`src/rtl/perf_count_reader_pkg.sv`:
```
// Shared types and constants for the counter read-out stage.
//   perf_rd_state_t : read-out FSM states
//   CNT_W           : width of one event counter
//   RD_W            : width of one response beat
//   ERR_DATA        : beat payload returned for an out-of-range index
package perf_count_reader_pkg;

  localparam int unsigned CNT_W = 64;
  localparam int unsigned RD_W  = 32;
  localparam logic [RD_W-1:0] ERR_DATA = 32'h0;

  typedef enum logic [1:0] {
    IDLE,
    SEND_LO,
    SEND_HI,
    SEND_ERR
  } perf_rd_state_t;

endpackage

```
`src/rtl/perf_count_reader.sv`:
```
// perf_count_reader: snapshots one 64-bit event counter atomically on request
// and returns it as two 32-bit beats (low word first) on a valid/ready stream.
// Optionally pulses a one-hot clear back to the selected counter.
// Ports:
//   clk, rst             clock; synchronous active-high reset
//   cnt_in               counter i occupies [64*i+63 : 64*i]
//   req_valid/req_ready  request handshake; req_idx selects counter,
//                        req_clear requests read-and-clear
//   clr_out              one-hot clear pulse, one cycle, ORed into counter rst
//   rd_valid/rd_ready    response beat handshake
//   rd_data, rd_last     beat payload and final-beat marker
//   rd_err               request index was out of range (single zero beat)
module perf_count_reader
  import perf_count_reader_pkg::*;
#(
  parameter int NUM_CNT = 4,
  parameter int IDX_W   = 2
) (
  input  logic                     clk,
  input  logic                     rst,
  input  logic [NUM_CNT*CNT_W-1:0] cnt_in,
  input  logic                     req_valid,
  output logic                     req_ready,
  input  logic [IDX_W-1:0]         req_idx,
  input  logic                     req_clear,
  output logic [NUM_CNT-1:0]       clr_out,
  output logic                     rd_valid,
  input  logic                     rd_ready,
  output logic [RD_W-1:0]          rd_data,
  output logic                     rd_last,
  output logic                     rd_err
);

  localparam logic [IDX_W:0] NUM_CNT_L = (IDX_W+1)'(NUM_CNT);

  perf_rd_state_t       state_q, state_d;
  logic [CNT_W-1:0]     snap_q;
  logic [NUM_CNT-1:0]   clr_q;
  logic                 idx_ok;
  logic                 accept;
  logic [CNT_W-1:0]     sel_cnt;

  assign idx_ok  = {1'b0, req_idx} < NUM_CNT_L;
  assign accept  = (state_q == IDLE) && req_valid;
  // Only consumed when idx_ok, so an out-of-range select is never used.
  assign sel_cnt = cnt_in[CNT_W*int'(req_idx) +: CNT_W];
  assign clr_out = clr_q;

  always_ff @(posedge clk) begin
    if (rst) begin
      state_q <= IDLE;
      snap_q  <= '0;
      clr_q   <= '0;
    end else begin
      state_q <= state_d;
      // Clear is registered on acceptance, so it is high for exactly the
      // first SEND_LO cycle regardless of stalls on that beat.
      clr_q   <= '0;
      if (accept && idx_ok) begin
        snap_q <= sel_cnt;
        if (req_clear) begin
          clr_q <= NUM_CNT'(1) << req_idx;
        end
      end
    end
  end

  always_comb begin
    state_d   = state_q;
    req_ready = 1'b0;
    rd_valid  = 1'b0;
    rd_data   = '0;
    rd_last   = 1'b0;
    rd_err    = 1'b0;
    case (state_q)
      IDLE: begin
        req_ready = 1'b1;
        if (req_valid) begin
          state_d = idx_ok ? SEND_LO : SEND_ERR;
        end
      end
      SEND_LO: begin
        rd_valid = 1'b1;
        rd_data  = snap_q[RD_W-1:0];
        if (rd_ready) state_d = SEND_HI;
      end
      SEND_HI: begin
        rd_valid = 1'b1;
        rd_data  = snap_q[CNT_W-1:RD_W];
        rd_last  = 1'b1;
        if (rd_ready) state_d = IDLE;
      end
      SEND_ERR: begin
        rd_valid = 1'b1;
        rd_data  = ERR_DATA;
        rd_last  = 1'b1;
        rd_err   = 1'b1;
        if (rd_ready) state_d = IDLE;
      end
      default: state_d = IDLE;
    endcase
  end

endmodule
```
`config.mk`:
```
export PLATFORM = sky130hd
export DESIGN_NAME = perf_count_reader
export DESIGN_NICKNAME = d
export VERILOG_FILES = /design/src/rtl/perf_count_reader_pkg.sv /design/src/rtl/perf_count_reader.sv
export SDC_FILE = /design/constraint.sdc
export NUM_CORES = 1
export LEC_CHECK = 0
export ABC_AREA = 1
export CORE_AREA = 5 5 121 123
export CTS_BUF_LIST = sky130_fd_sc_hd__clkbuf_4
export DETAILED_ROUTE_END_ITERATION = 10
export DIE_AREA = 0 0 126 128
export PLACE_DENSITY = 0.87
export SLEW_MARGIN = 10
export SYNTH_ARGS = -nofsm -noshare
export SYNTH_HDL_FRONTEND = slang
export SYNTH_SLANG_ARGS = --single-unit
```
`constraint.sdc`:
```
create_clock -name clk -period 2.75 [get_ports clk]
set_input_delay 0.4125 -clock clk [delete_from_list [all_inputs] [get_ports clk]]
set_output_delay 0.4125 -clock clk [all_outputs]
set_load 0.005 [all_outputs]
```
==> flow_metrics.tcl <==
set metrics [dict create \
    status "finished clean" \
    cts_hold_buf 0 \
    whs_endpoint "state_q[0]" \
    path_clk_slew_ps 110 \
    finalSetupViolCount 0 \
    routed_wl_mm 22.3 \
    vdd_drop_max_mv 0.351 \
    p_total_mw 4.10 \
    cts_buffer_depth 2 \
    layout.cells.non_filler 1543 \
    ys_types 17 \
    synth-compound-area-share_pct 8.56 \
    cp_slowest_cell "clkdlybuf4s50_1" \
    clk_latency_ps 410 \
    grt-ovfl-total 0 \
    fp.dieW_microns 126 \
    cts_inserted_buffers 9 \
    path_max_fanout 32 \
    holdPathStages 2 \
    fin_nets 1626 \
    hp-class "flip-flop to flip-flop" \
    worst_path_largest_cell_delay_ps 530 \
    fin_area_sq_um 8790 \
    fp.coreArea_sq_um 13600 \
    powerDensity_nw_per_um2 467 \
    place_inst 1527 \
    slew-limit-headroom_pct 46.0 \
    post-route-min-period_ps 2610 \
    fillers 1299 \
    final_core_utilization_pct 64.9 \
    synth_cells 1110 \
    num_vias 7366 \
    cp_data_required_time_ps 2340 \
    io_pins 303 \
    worst_slew_pin_slew_ps 809 \
    syn_area_per_cell_sq_um 5.16 \
    grt_use_total_pct 26.3 \
    dpl_worst_slack_ps 586 \
    r2r_cells 8 \
    crit_arrival_ps 2200 \
    setup_ws_ps 135 \
    syn-cell-area_sq_um 5730 \
    min_period_over_period_pct 95.1 \
    timing_worst_setup_path_type "flip-flop to output port" \
    holdWs_ps 512 \
    drc 0 \
    synth_edf_count 0 \
    synth-xor-area-share_pct 0 \
    synthMuxAreaShare_pct 0 \
    syn-num-nets 1378 \
    ys_ff_latch 70 \
    postSynth.asyncResetShare_pct 0 \
    maxSlewViolCount 0 \
    grt_max_degree 195 \
    drv_cap 0 \
    wl_per_cell_microns 14.5 \
    synth-adder-area-share_pct 1.09 \
    hpwl_mm 16.8 \
    cpMostUsedCell "inv_1" \
    cp_cell_sequence "inv_1, ha_1, inv_1, buf_4, a21oi_1, clkdlybuf4s50_1" \
    first_global_vias 6914 \
    r2r_start "state_q[1]" \
    cts.repair.resized 0 \
    fin_setup_tns_ps 0 \
    cp-start-kind "flip-flop" \
    via_per_inst 4.77 \
    timing.fmax_mhz 382 \
    leakage_nw 4.23 \
    port_buffers 302 \
    ff_latch_area_sq_um 1400 \
    final_hold_viol_count 0 \
    initial_core_util_pct 42.2 \
    root_buffer "clkbuf_4" \
    cts_tree "done" \
    drt-pass1-iter-count 5 \
    drt_iter0_markers 499 \
    reg2reg_to "snap_q[43]" \
    post_dp_cell_area_sq_um 8660 \
    rsz0062_at_grt "no" \
    cts_max_level 3 \
    num_antenna_cells 0 \
    area_growth_pct 53.5 \
    seq_area_frac_synth_pct 24.5 \
    die_area_sq_um 16100 \
    drtAntennaViolNets 0 \
    grt_pass1_wl_mm 34.1 \
    cp.buffers_inverters 4 \
    gp_congestion 0.891 \
    worst-r2r-setup-slack_ps 830 \
    fin_skew_ps 10.6 \
    die_y_microns 128 \
    cts_sinks 70 \
    crit_path_end_kind "output port" \
    drive_gt1_share_pct 2.42 \
    yosysWarnings 0 \
    min-delay-start "state_q[0]" \
    antenna_found_initial 0 \
    yosys.area_share.simple_pct 48.8 \
    synth_flop_cell "dfxtp_1" \
    rows 43 \
    multi_input_area_sq_um 3350 \
    post_cts_buffers 0 \
    cp_top_family "buffers and inverters" \
    synth_top_family_by_area "simple AND/OR/NAND/NOR gates" \
]
## Yosys cell counts, types with 3 or more instances
library cell | n | area, sq um
o21ai_1 | 38 | 190
buf_4 | 7 | 52.6
nor2_1 | 388 | 1460
buf_2 | 34 | 170
buf_6 | 13 | 146
ha_1 | 5 | 62.6
inv_2 | 3 | 11.3
a21oi_1 | 34 | 170
dfxtp_1 | 70 | 1400
inv_1 | 138 | 518
nand2_1 | 265 | 995
clkbuf_1 | 17 | 63.8
nand3_1 | 66 | 330
o21ai_0 | 26 | 130
## state kept, by name, indices dropped and copies added (netlist names)
register,cells
snap_q,64
clr_out,4
state_q,2
## cell type report
cell class	instances	share of cell area (%)
timing repair buffer	312	35.9
tap	180	2.56
clock inverter	7	0.740
clock buffer	9	0.768
multi-input combinational	824	38.1
inverter	141	6.05
sequential	70	15.9
## cells in the final DEF, fill, tap and decap left out
cell type | synthesis | layout
a21oi_1 | 34 | 34
nand2_1 | 265 | 265
dfxtp_2 | 0 | 1
clkdlybuf4s50_1 | 0 | 299
buf_12 | 0 | 5
dfxtp_1 | 70 | 69
nor2_1 | 388 | 388
clkinvlp_4 | 0 | 2
buf_2 | 34 | 2
inv_1 | 138 | 138
inv_2 | 3 | 2
buf_6 | 13 | 2
o21ai_0 | 26 | 26
bufinv_16 | 0 | 1
nand3_1 | 66 | 66
o21ai_1 | 38 | 38
inv_4 | 0 | 1
nand4_1 | 2 | 2
clkinv_2 | 0 | 4
clkbuf_4 | 0 | 9
buf_4 | 7 | 4
ha_1 | 5 | 5
## layer usage
metal / GRT usage [%] / vias up / wire (microns)
met5: 0 / - / 0
met2: 45.5 / 334 / 10600
li1: - / 3799 / -
met4: 14.3 / 0 / 1110
met3: 7.54 / 73 / 2030
met1: 29.2 / 3160 / 8550
## tightest hold or removal path, stage by stage, from the launching register on
cell,delay [ps]
dfxtp_2,360
nand2_1,70
a21oi_1,50
## kinds of logic (layout without fill, tap and decap cells)
family / Yosys count / in the layout
DFF: 70 / 70
buffers and inverters: 216 / 469
and+or+nand+nor: 721 / 721
AOI/OAI and AO/OA: 98 / 98
adders and majority gates: 5 / 5
## report_power, final
part	internal [mW]	total [mW]	switching, mW
sequential	1.25	1.48	0.237
clock	0.271	0.654	0.384
combinational	0.894	1.96	1.07
## worst max-delay path by stage
stage                from           to  slack [ps]  depth (start not counted)
2_1_floorplan  state_q[1]   rd_data[0]        1110                          6
6_report       state_q[1]  rd_data[19]         140                          6
3_3_place_gp   state_q[0]   rd_data[6]         670                          6
5_1_grt        state_q[1]  rd_data[27]          10                          6
4_1_cts        state_q[1]  rd_data[19]          80                          6
3_5_place_dp   state_q[0]  rd_data[19]         590                          6
Power figures use the tool's default switching activity.
